===== src/rtl/hazard_sb_unit.sv =====
// hazard_sb_unit: RV32I forwarding/hazard control with dmem-wait freeze, watchdog and perf counters
module hazard_sb_unit #(
    parameter int CNT_W    = 16,
    parameter int WAIT_MAX = 64
) (
    input  logic             clk,
    input  logic             rst,
    input  logic [31:0]      inst_d,
    input  logic [31:0]      inst_x,
    input  logic [31:0]      inst_m,
    input  logic [31:0]      inst_w,
    input  logic             dmem_ready,
    input  logic             branch_taken_x,
    output logic [1:0]       selA_fwd,
    output logic [1:0]       selB_fwd,
    output logic [1:0]       sel_sw,
    output logic             selA_d,
    output logic             selB_d,
    output logic             stall_f,
    output logic             stall_d,
    output logic             flush_d,
    output logic             flush_x,
    output logic             freeze,
    output logic             mem_err,
    output logic [CNT_W-1:0] stall_cnt,
    output logic [CNT_W-1:0] bubble_cnt
);
    localparam logic [6:0] OP_R     = 7'b0110011;
    localparam logic [6:0] OP_I     = 7'b0010011;
    localparam logic [6:0] OP_LD    = 7'b0000011;
    localparam logic [6:0] OP_ST    = 7'b0100011;
    localparam logic [6:0] OP_BR    = 7'b1100011;
    localparam logic [6:0] OP_JAL   = 7'b1101111;
    localparam logic [6:0] OP_JALR  = 7'b1100111;
    localparam logic [6:0] OP_LUI   = 7'b0110111;
    localparam logic [6:0] OP_AUIPC = 7'b0010111;
    localparam int WW = $clog2(WAIT_MAX + 1);

    typedef enum logic [1:0] {ST_RUN, ST_WAIT, ST_TOUT} state_t;

    state_t        state, state_n;
    logic [WW-1:0] wait_cnt, wait_cnt_n;
    logic          mem_err_n;

    function automatic logic writes_rd(input logic [6:0] op);
        return op inside {OP_R, OP_I, OP_LD, OP_JAL, OP_JALR, OP_LUI, OP_AUIPC};
    endfunction

    function automatic logic uses_rs1(input logic [6:0] op);
        return !(op inside {OP_LUI, OP_AUIPC, OP_JAL});
    endfunction

    function automatic logic uses_rs2(input logic [6:0] op);
        return op inside {OP_R, OP_ST, OP_BR};
    endfunction

    logic [6:0] op_d, op_x, op_m, op_w;
    logic [4:0] rs1_d, rs2_d, rs1_x, rs2_x, rd_x, rd_m, rd_w;
    logic       m_src, w_src, mem_m, load_use;
    logic       unused_bits;

    assign op_d  = inst_d[6:0];
    assign op_x  = inst_x[6:0];
    assign op_m  = inst_m[6:0];
    assign op_w  = inst_w[6:0];
    assign rs1_d = inst_d[19:15];
    assign rs2_d = inst_d[24:20];
    assign rs1_x = inst_x[19:15];
    assign rs2_x = inst_x[24:20];
    assign rd_x  = inst_x[11:7];
    assign rd_m  = inst_m[11:7];
    assign rd_w  = inst_w[11:7];
    assign unused_bits = ^{inst_d[31:25], inst_d[14:7], inst_x[31:25], inst_x[14:12],
                           inst_m[31:12], inst_w[31:12]};

    // a load in M has no data yet; its consumer is covered by the load-use bubble
    assign m_src = writes_rd(op_m) && op_m != OP_LD && rd_m != 5'd0;
    assign w_src = writes_rd(op_w) && rd_w != 5'd0;
    assign mem_m = op_m == OP_LD || op_m == OP_ST;

    assign selA_fwd = (m_src && rd_m == rs1_x) ? 2'd1 : (w_src && rd_w == rs1_x) ? 2'd2 : 2'd0;
    assign selB_fwd = (m_src && rd_m == rs2_x) ? 2'd1 : (w_src && rd_w == rs2_x) ? 2'd2 : 2'd0;
    assign sel_sw   = op_x == OP_ST ? selB_fwd : 2'd0;
    assign selA_d   = w_src && uses_rs1(op_d) && rd_w == rs1_d;
    assign selB_d   = w_src && uses_rs2(op_d) && rd_w == rs2_d;

    assign load_use = op_x == OP_LD && rd_x != 5'd0 &&
                      ((uses_rs1(op_d) && rs1_d == rd_x) || (uses_rs2(op_d) && rs2_d == rd_x));

    // the TOUT cycle drops freeze once so the stuck access retires
    assign freeze  = mem_m && !dmem_ready && state != ST_TOUT;
    assign flush_d = !freeze && branch_taken_x;
    assign flush_x = !freeze && (branch_taken_x || load_use);
    assign stall_f = !freeze && !branch_taken_x && load_use;
    assign stall_d = stall_f;

    always_comb begin
        state_n    = state;
        wait_cnt_n = wait_cnt;
        mem_err_n  = mem_err;
        if (state == ST_RUN) begin
            if (mem_m && !dmem_ready) begin
                state_n    = ST_WAIT;
                wait_cnt_n = WW'(1);
            end
        end else if (state == ST_WAIT) begin
            if (dmem_ready) begin
                state_n = ST_RUN;
            end else if (wait_cnt == WW'(WAIT_MAX)) begin
                state_n   = ST_TOUT;
                mem_err_n = 1'b1;
            end else begin
                wait_cnt_n = wait_cnt + WW'(1);
            end
        end else begin
            state_n = ST_RUN;
        end
    end

    always_ff @(posedge clk) begin
        if (rst) begin
            state      <= ST_RUN;
            wait_cnt   <= '0;
            mem_err    <= 1'b0;
            stall_cnt  <= '0;
            bubble_cnt <= '0;
        end else begin
            state    <= state_n;
            wait_cnt <= wait_cnt_n;
            mem_err  <= mem_err_n;
            if ((freeze || stall_d) && !(&stall_cnt))
                stall_cnt <= stall_cnt + CNT_W'(1);
            if (flush_x && !freeze && !(&bubble_cnt))
                bubble_cnt <= bubble_cnt + CNT_W'(1);
        end
    end
endmodule


===== config.mk =====
export PLATFORM = sky130hd
export DESIGN_NAME = hazard_sb_unit
export DESIGN_NICKNAME = d
export VERILOG_FILES = /design/src/rtl/hazard_sb_unit.sv
export SDC_FILE = /design/constraint.sdc
export NUM_CORES = 1
export LEC_CHECK = 0
export BUFFER_PORTS_ARGS = -buffer_cell sky130_fd_sc_hd__buf_2
export CELL_PAD_IN_SITES_DETAIL_PLACEMENT = 1
export CELL_PAD_IN_SITES_GLOBAL_PLACEMENT = 1
export CORE_UTILIZATION = 30
export CTS_CLUSTER_DIAMETER = 30
export DETAILED_ROUTE_END_ITERATION = 10
export GPL_TIMING_DRIVEN = 0
export PLACE_DENSITY_LB_ADDON = 0.3
export SYNTH_ARGS = -nofsm -noshare
export SYNTH_HDL_FRONTEND = slang
export SYNTH_SLANG_ARGS = --single-unit

===== constraint.sdc =====
create_clock -name clk -period 3.1 [get_ports clk]
set_input_delay 0.62 -clock clk [delete_from_list [all_inputs] [get_ports clk]]
set_output_delay 0.62 -clock clk [all_outputs]
set_load 0.01 [all_outputs]

-- After elaboration in Yosys (flattened, before gate mapping)
Index checks and enable logic that the tools add are counted.
- word-level logic and storage cells: 112
- bits in read-only memories: 0
- bits of input ports: 132
- register bits after elaboration: 42
- memories kept: 0
- latch bits: 0
- bits in writable memories: 0
- multiplexer cells: 15
- divide/modulo/power cells: 0
- reduce and logical (&&, ||, !) cells: 48
- bitwise logic cells: 2
- shift-type cells: 0
- $add $sub $neg: 3
- magnitude comparators: 0
- equality and inequality tests: 39
- multipliers: 0
- operators with widths (kind ; count):
    == test 7 x 6 -> 1 bit (second input constant) ; 9
    == test 7 bit (second input constant) ; 7
    == test 5 bit ; 8
    == test 7 x 5 -> 1 bit (second input constant) ; 5
    2-to-1 mux 7 bit ; 5
    adder 16 x 1 -> 16 bit (second input constant) ; 2
    AND reduction 16 bit ; 2
    logical AND 1 bit ; 24
    == test 7 x 2 -> 1 bit (second input constant) ; 3
    2-to-1 mux 2 bit ; 10
    nonzero test 5 bit ; 3
    nonzero test 7 bit ; 2
    AND reduction 4 bit ; 2
    adder 7 x 1 -> 7 bit (second input constant) ; 1
    inequality test 7 x 2 -> 1 bit (second input constant) ; 1
    logical NOT 1 bit ; 6
    inequality test 2 bit (second input constant) ; 3
    nonzero test 3 bit ; 2
    logical OR 1 bit ; 4
    inequality test 4 x 3 -> 1 bit (second input constant) ; 1
    == test 2 x 1 -> 1 bit (second input constant) ; 1
    logical NOT 2 bit ; 1
    inequality test 2 x 1 -> 1 bit (second input constant) ; 1
    NOT 1 bit ; 2
    2 further kinds ; 2

-- Depth between registers and ports, before layout
- depth in word-level cells: 10
- mapped depth: 8
- depth with buffers taken out: 7

-- Least setup slack after synthesis
No wires, ideal clock.
- path type: input to output
- start point: in inst_d[6]
- end point: out stall_f
- data arrival time: 2323 ps
- cell stages on the path: 6
- buffers on the path: 2
- path slack: 157 ps
- cells stage by stage: and3_1 o2111a_1 or4_1 buf_4 a211oi_1 buf_4
- cells in the longest elaborated chain, start to end: 7
- elaborated cells on any way between the ends: 14
- those cells by class: eq/ne: 6; reduce/logical: 8
- RTL lines (element ; line ; source):
    start: declaration ; 8 ; input logic [31:0] inst_d,
    == test 7 x 6 -> 1 bit, or another cell as far along ; 50 ; return !(op inside {OP_LUI, OP_AUIPC, OP_JAL});
    nonzero test 3 bit ; 50 ;
    logical NOT 1 bit ; 50 ;
    logical AND 1 bit ; 88 ; ((uses_rs1(op_d) && rs1_d == rd_x) || (uses_rs2(op_d) && rs2_d == rd_x));
    logical OR 1 bit * ; 88 ;
    logical AND 1 bit * ; 87 ; assign load_use = op_x == OP_LD && rd_x != 5'd0 &&
    logical AND 1 bit * ; 94 ; assign stall_f = !freeze && !branch_taken_x && load_use;
    end: declaration ; 19 ; output logic stall_f,
Mark *: on every way between the ends. The rest lies on a longest branch, timed or not.

-- Worst setup path after layout
Ends and elaborated chain as after synthesis.

==> flow_results.org <==
** Route
- After detailed routing, the number of remaining DRC violations is 0.
- After detailed routing, the total wire length is 8870 um.
- Routed via count :: 3076
- Once detail routing completed, the nets flagged for antenna violations numbered 0.
- Detail-routed via count per cell :: 5.09
- Wire length per cell :: 14.7 um
- Starting DRC count in detailed routing :: 61
- The first detailed-routing pass took 4 iterations.

** Worst setup path
- Counting buffers and inverters, the worst setup path is 8 cells deep.
- Setup slack on the worst reg-to-reg path comes out at between 0.9 and 1 ns.
- Among the stages of the critical path, the cell type that occurs most often is buf_2.
- CP max-delay cell :: or4_1
- Cell breakdown of the critical path :: buf_2, and3_1, o2111a_1, or4_1, buf_6, a211oi_4, buf_4, buf_2
- The worst setup path is of the in -> out kind.
- The largest single stage delay on the critical path is 0.56 ns.
- Setup crit start kind :: input pin
- In this run the worst path has a maximum fanout of 8.
- Number of buffers and inverters on the critical path :: 4
- RR Endpoint :: stall_cnt[10]
- Counting cells, the worst reg-to-reg path comes to 7.
- Critical path arrival :: 2.43 ns
- CP top delay family :: simple AND/OR/NAND/NOR gates
- Required time reported for the critical path endpoint :: 2.48 ns
- Critical Path Sink Type :: primary output
- Source of the worst register-to-register timing path :: state[0]

** Clocking
- In this run, post-CTS hold repair placed 0 buffers.
- Clock root buffer master :: clkbuf_8
- Clock-pin slew was measured on the worst setup and hold paths at 0.08 ns.
- Clock Latency Late Sink :: around 0.3 ns
- Post-CTS timing repair inserted 0 buffers for setup.
- TritonCTS buffer count :: 5
- CTS tree :: built
- CTS saw 42 sinks.
- Total number of H-tree levels :: 2
- Number of instances resized during post-cts repair :: 1
- Maximum clock path buffer count :: 2

** Logic synthesis
- Yosys mapped a number of flops with a built-in enable equal to 0.
- Share of Yosys cell area claimed by the top area cell type :: 0.285
- Library cell with the largest summed area after synthesis :: dfxtp_1
- The synthesized design contains 42 register bits.
- After synthesis, the share of flip-flops with an asynchronous set or reset is 0.
- The number of nets in the synthesized netlist is 497.
- Sequential-to-total area share from yosys stat :: 0.285
- Synth Flop Type :: dfxtp_1
- A synthesized cell averages between 8 and 9 um^2.
- Leading cell types by total area after synthesis :: dfxtp_1 28%, xnor2_1 7.4%, xor2_1 7.4%, nor2_1 5.3%, mux2_2 4.2%
- Cell area after synthesis :: ~3000 um^2
- In this run, distinct cell masters in the synthesized netlist total 50.
- Synthesis handed over a netlist of ~360 instances.
- During synthesis, Yosys emitted a total of 0 warnings.

** Finish
- Layout Nets :: 610
- For this run, the share of the core covered by cells in the final layout is 0.405.
- Final Non-Filler Cells :: 604
- The top cell types in the final layout, fill and taps aside, are 106 x buf_2, 42 x nor2_1, 42 x dfxtp_1, 25 x xor2_1, 25 x xnor2_1.
- After filler insertion, the fill cell instance count of the layout stands at around 1200.
- Relative to the synthesized area, the layout overhead comes to 28.7%.
- 0 antenna diodes ended up in the layout.
- In the final layout, the share of cells above drive strength 1 is 0.295.
- Most frequent standard cell in the layout excluding fill and tap cells :: buf_2

** Timing
- Across the routed clock network, the largest skew measured is 0.0126 ns.
- Measured against its own limit, the worst slew margin works out to 0.584.
- Across all setup checks in the final design, the least slack found is 0.0495 ns.
- Final hold violations :: 0
- Across all hold checks on the routed design, the worst slack comes to between 0.4 and 0.5 ns.
- Setup violators final :: 0
- RSZ-0062 raised after global routing :: false
- The final number of max-transition violations was 0.
- At the pin with the least slew margin, the transition time is 0.621 ns.
- Derived from the worst setup path, the maximum achievable clock frequency is 0.328 GHz.
- Post-layout min period :: roughly 3 ns
- Of the available clock period, the critical path in the final layout requires 0.984.

** GRT
- The number of global-route vias before repair is 3175.
- In the global route stage, overall resource usage came out at 0.184.
- Global routing finished with a remaining overflow of 0.
- Initial antenna violation count :: 0
- The first global-routing pass estimated 14900 um of wire.
- Entering global routing, the biggest net connects 15 pins.

** Place
- The HPWL after detailed placement is 7360 um.
- Post-placement setup slack :: -0.0748 ns
- Weighted congestion at the end of routability-driven global placement :: around 0.84
- After detailed placement, the design holds a cell count of 596.
- IO Port Bufs :: 106

** Pwr
- Pwr Density :: roughly 330 nW/um^2
- Power share of the combinational group :: 0.144
- Sequential share of power :: 0.436
- Worst vdd rail ir drop :: 175 uV
- Power, Total :: ~0.0012 W
- Cell internal power was estimated by the tool at 0.000944 W.
- Summed over all cells, the static leakage comes to 1.61 nW.
- Of the total power, the share spent switching nets is 0.244.
- In this run the power spent charging and discharging nets is 0.000304 W.
- Share of total power in the clock network :: 0.421

** Run status
- Run status :: complete, no violations

** Floorplanning
- between 150 and 200 I/O pins were placed.
- Die Wd :: 101 um
- Site Rows :: 35
- The die covers 10200 um^2.
- The floorplan step defined a core boundary enclosing 9370 um^2.
- Y dimension of the die :: 101 um
- The initial utilization of the core area, before any placement, comes to 0.315.

** Hold path
- For hold timing, the worst endpoint is mem_err.
- Hold crit path type :: reg -> reg
- Worst Hold Launch :: mem_err
- Number of stages on the worst hold path :: 1

** Flow run
- Across the run, the number of max-cap violations was 0.
-- cells by family (layout without fill, tap and decap cells) --
logic type,Yosys count,count (layout),share of synthesized area
fa+ha+maj,4,4,0.0170
buf+inv,28,142,0.0420
compound gates,55,55,0.145
xor+xnor,50,50,0.148
simple gates,168,168,0.310
mux,14,14,0.0526
flops,42,42,0.285
-- metrics by stage --
stage	area, um^2	TNS, ns
after global placement	3640	-0.0375
after global routing	3800	0
final	3800	0
after CTS	3790	0
after floorplan	2950	0
after detailed placement	3640	-0.0748
-- cells in the mapped netlist (3+ instances only) --
library cell / count
xnor2_1: 25
xor2_1: 25
o2111a_1: 3
and2_1: 7
and4_1: 3
a31o_2: 3
nor3_1: 11
a21o_1: 7
or4_1: 6
or3_1: 5
and3_1: 15
a31oi_1: 3
inv_1: 14
dfxtp_1: 42
mux2_2: 11
buf_4: 3
nor4_1: 6
ha_1: 4
nand4b_1: 3
o21ai_0: 5
a211oi_1: 4
a21oi_1: 11
nand4_1: 14
nor2_1: 42
nor3b_1: 3
nor2b_1: 13
nand3_1: 18
nand2_1: 15
clkbuf_1: 8
o2111ai_1: 4
-- cell type report --
cell class / count / area, um^2 / share of cell area
sequential: 42 / 841 / 0.221
tap: 129 / 161 / 0.0425
clock buffer: 5 / 68.8 / 0.0181
timing repair buffer: 106 / 531 / 0.140
buffer: 14 / 75.1 / 0.0198
inverter: 14 / 52.6 / 0.0138
multi-input combinational: 291 / 2000 / 0.527
clock inverter: 3 / 68.8 / 0.0181
-- how the worst max path moves through the flow --
stage,start,end,slack (ns)
2_1_floorplan,inst_d[6],stall_f,0.16
3_3_place_gp,inst_d[6],stall_f,-0.04
3_5_place_dp,inst_d[6],stall_f,-0.07
4_1_cts,inst_d[6],stall_f,0.03
5_1_grt,inst_d[6],stall_f,0.02
6_report,inst_d[6],stall_f,0.05
-- routing by layer --
layer / up-vias / wire (um) / global-route usage
met5: - / 0 / 0
met4: 0 / 119 / 0.0479
li1: 1530 / - / -
met3: 8 / 359 / 0.0311
met2: 77 / 4450 / 0.334
met1: 1461 / 3930 / 0.223
-- power groups by stage --
stage,Clock [W],Combinational [W],Sequential [W]
final,0.000525,0.000179,0.000544
after CTS,0.000540,0.000181,0.000544
after floorplan,0,0.0000971,0.000557
after global placement,0,0.000175,0.000557
after global routing,0.000561,0.000200,0.000545
after detailed placement,0,0.000180,0.000557
-- flip-flops by register name (all words and copies together), names as in the netlist --
| signal | cells |
|---|---|
| wait_cnt | 7 |
| state | 2 |
| bubble_cnt | 16 |
| mem_err | 1 |
| stall_cnt | 16 |
No activity file was read; power rests on OpenSTA's default activity.
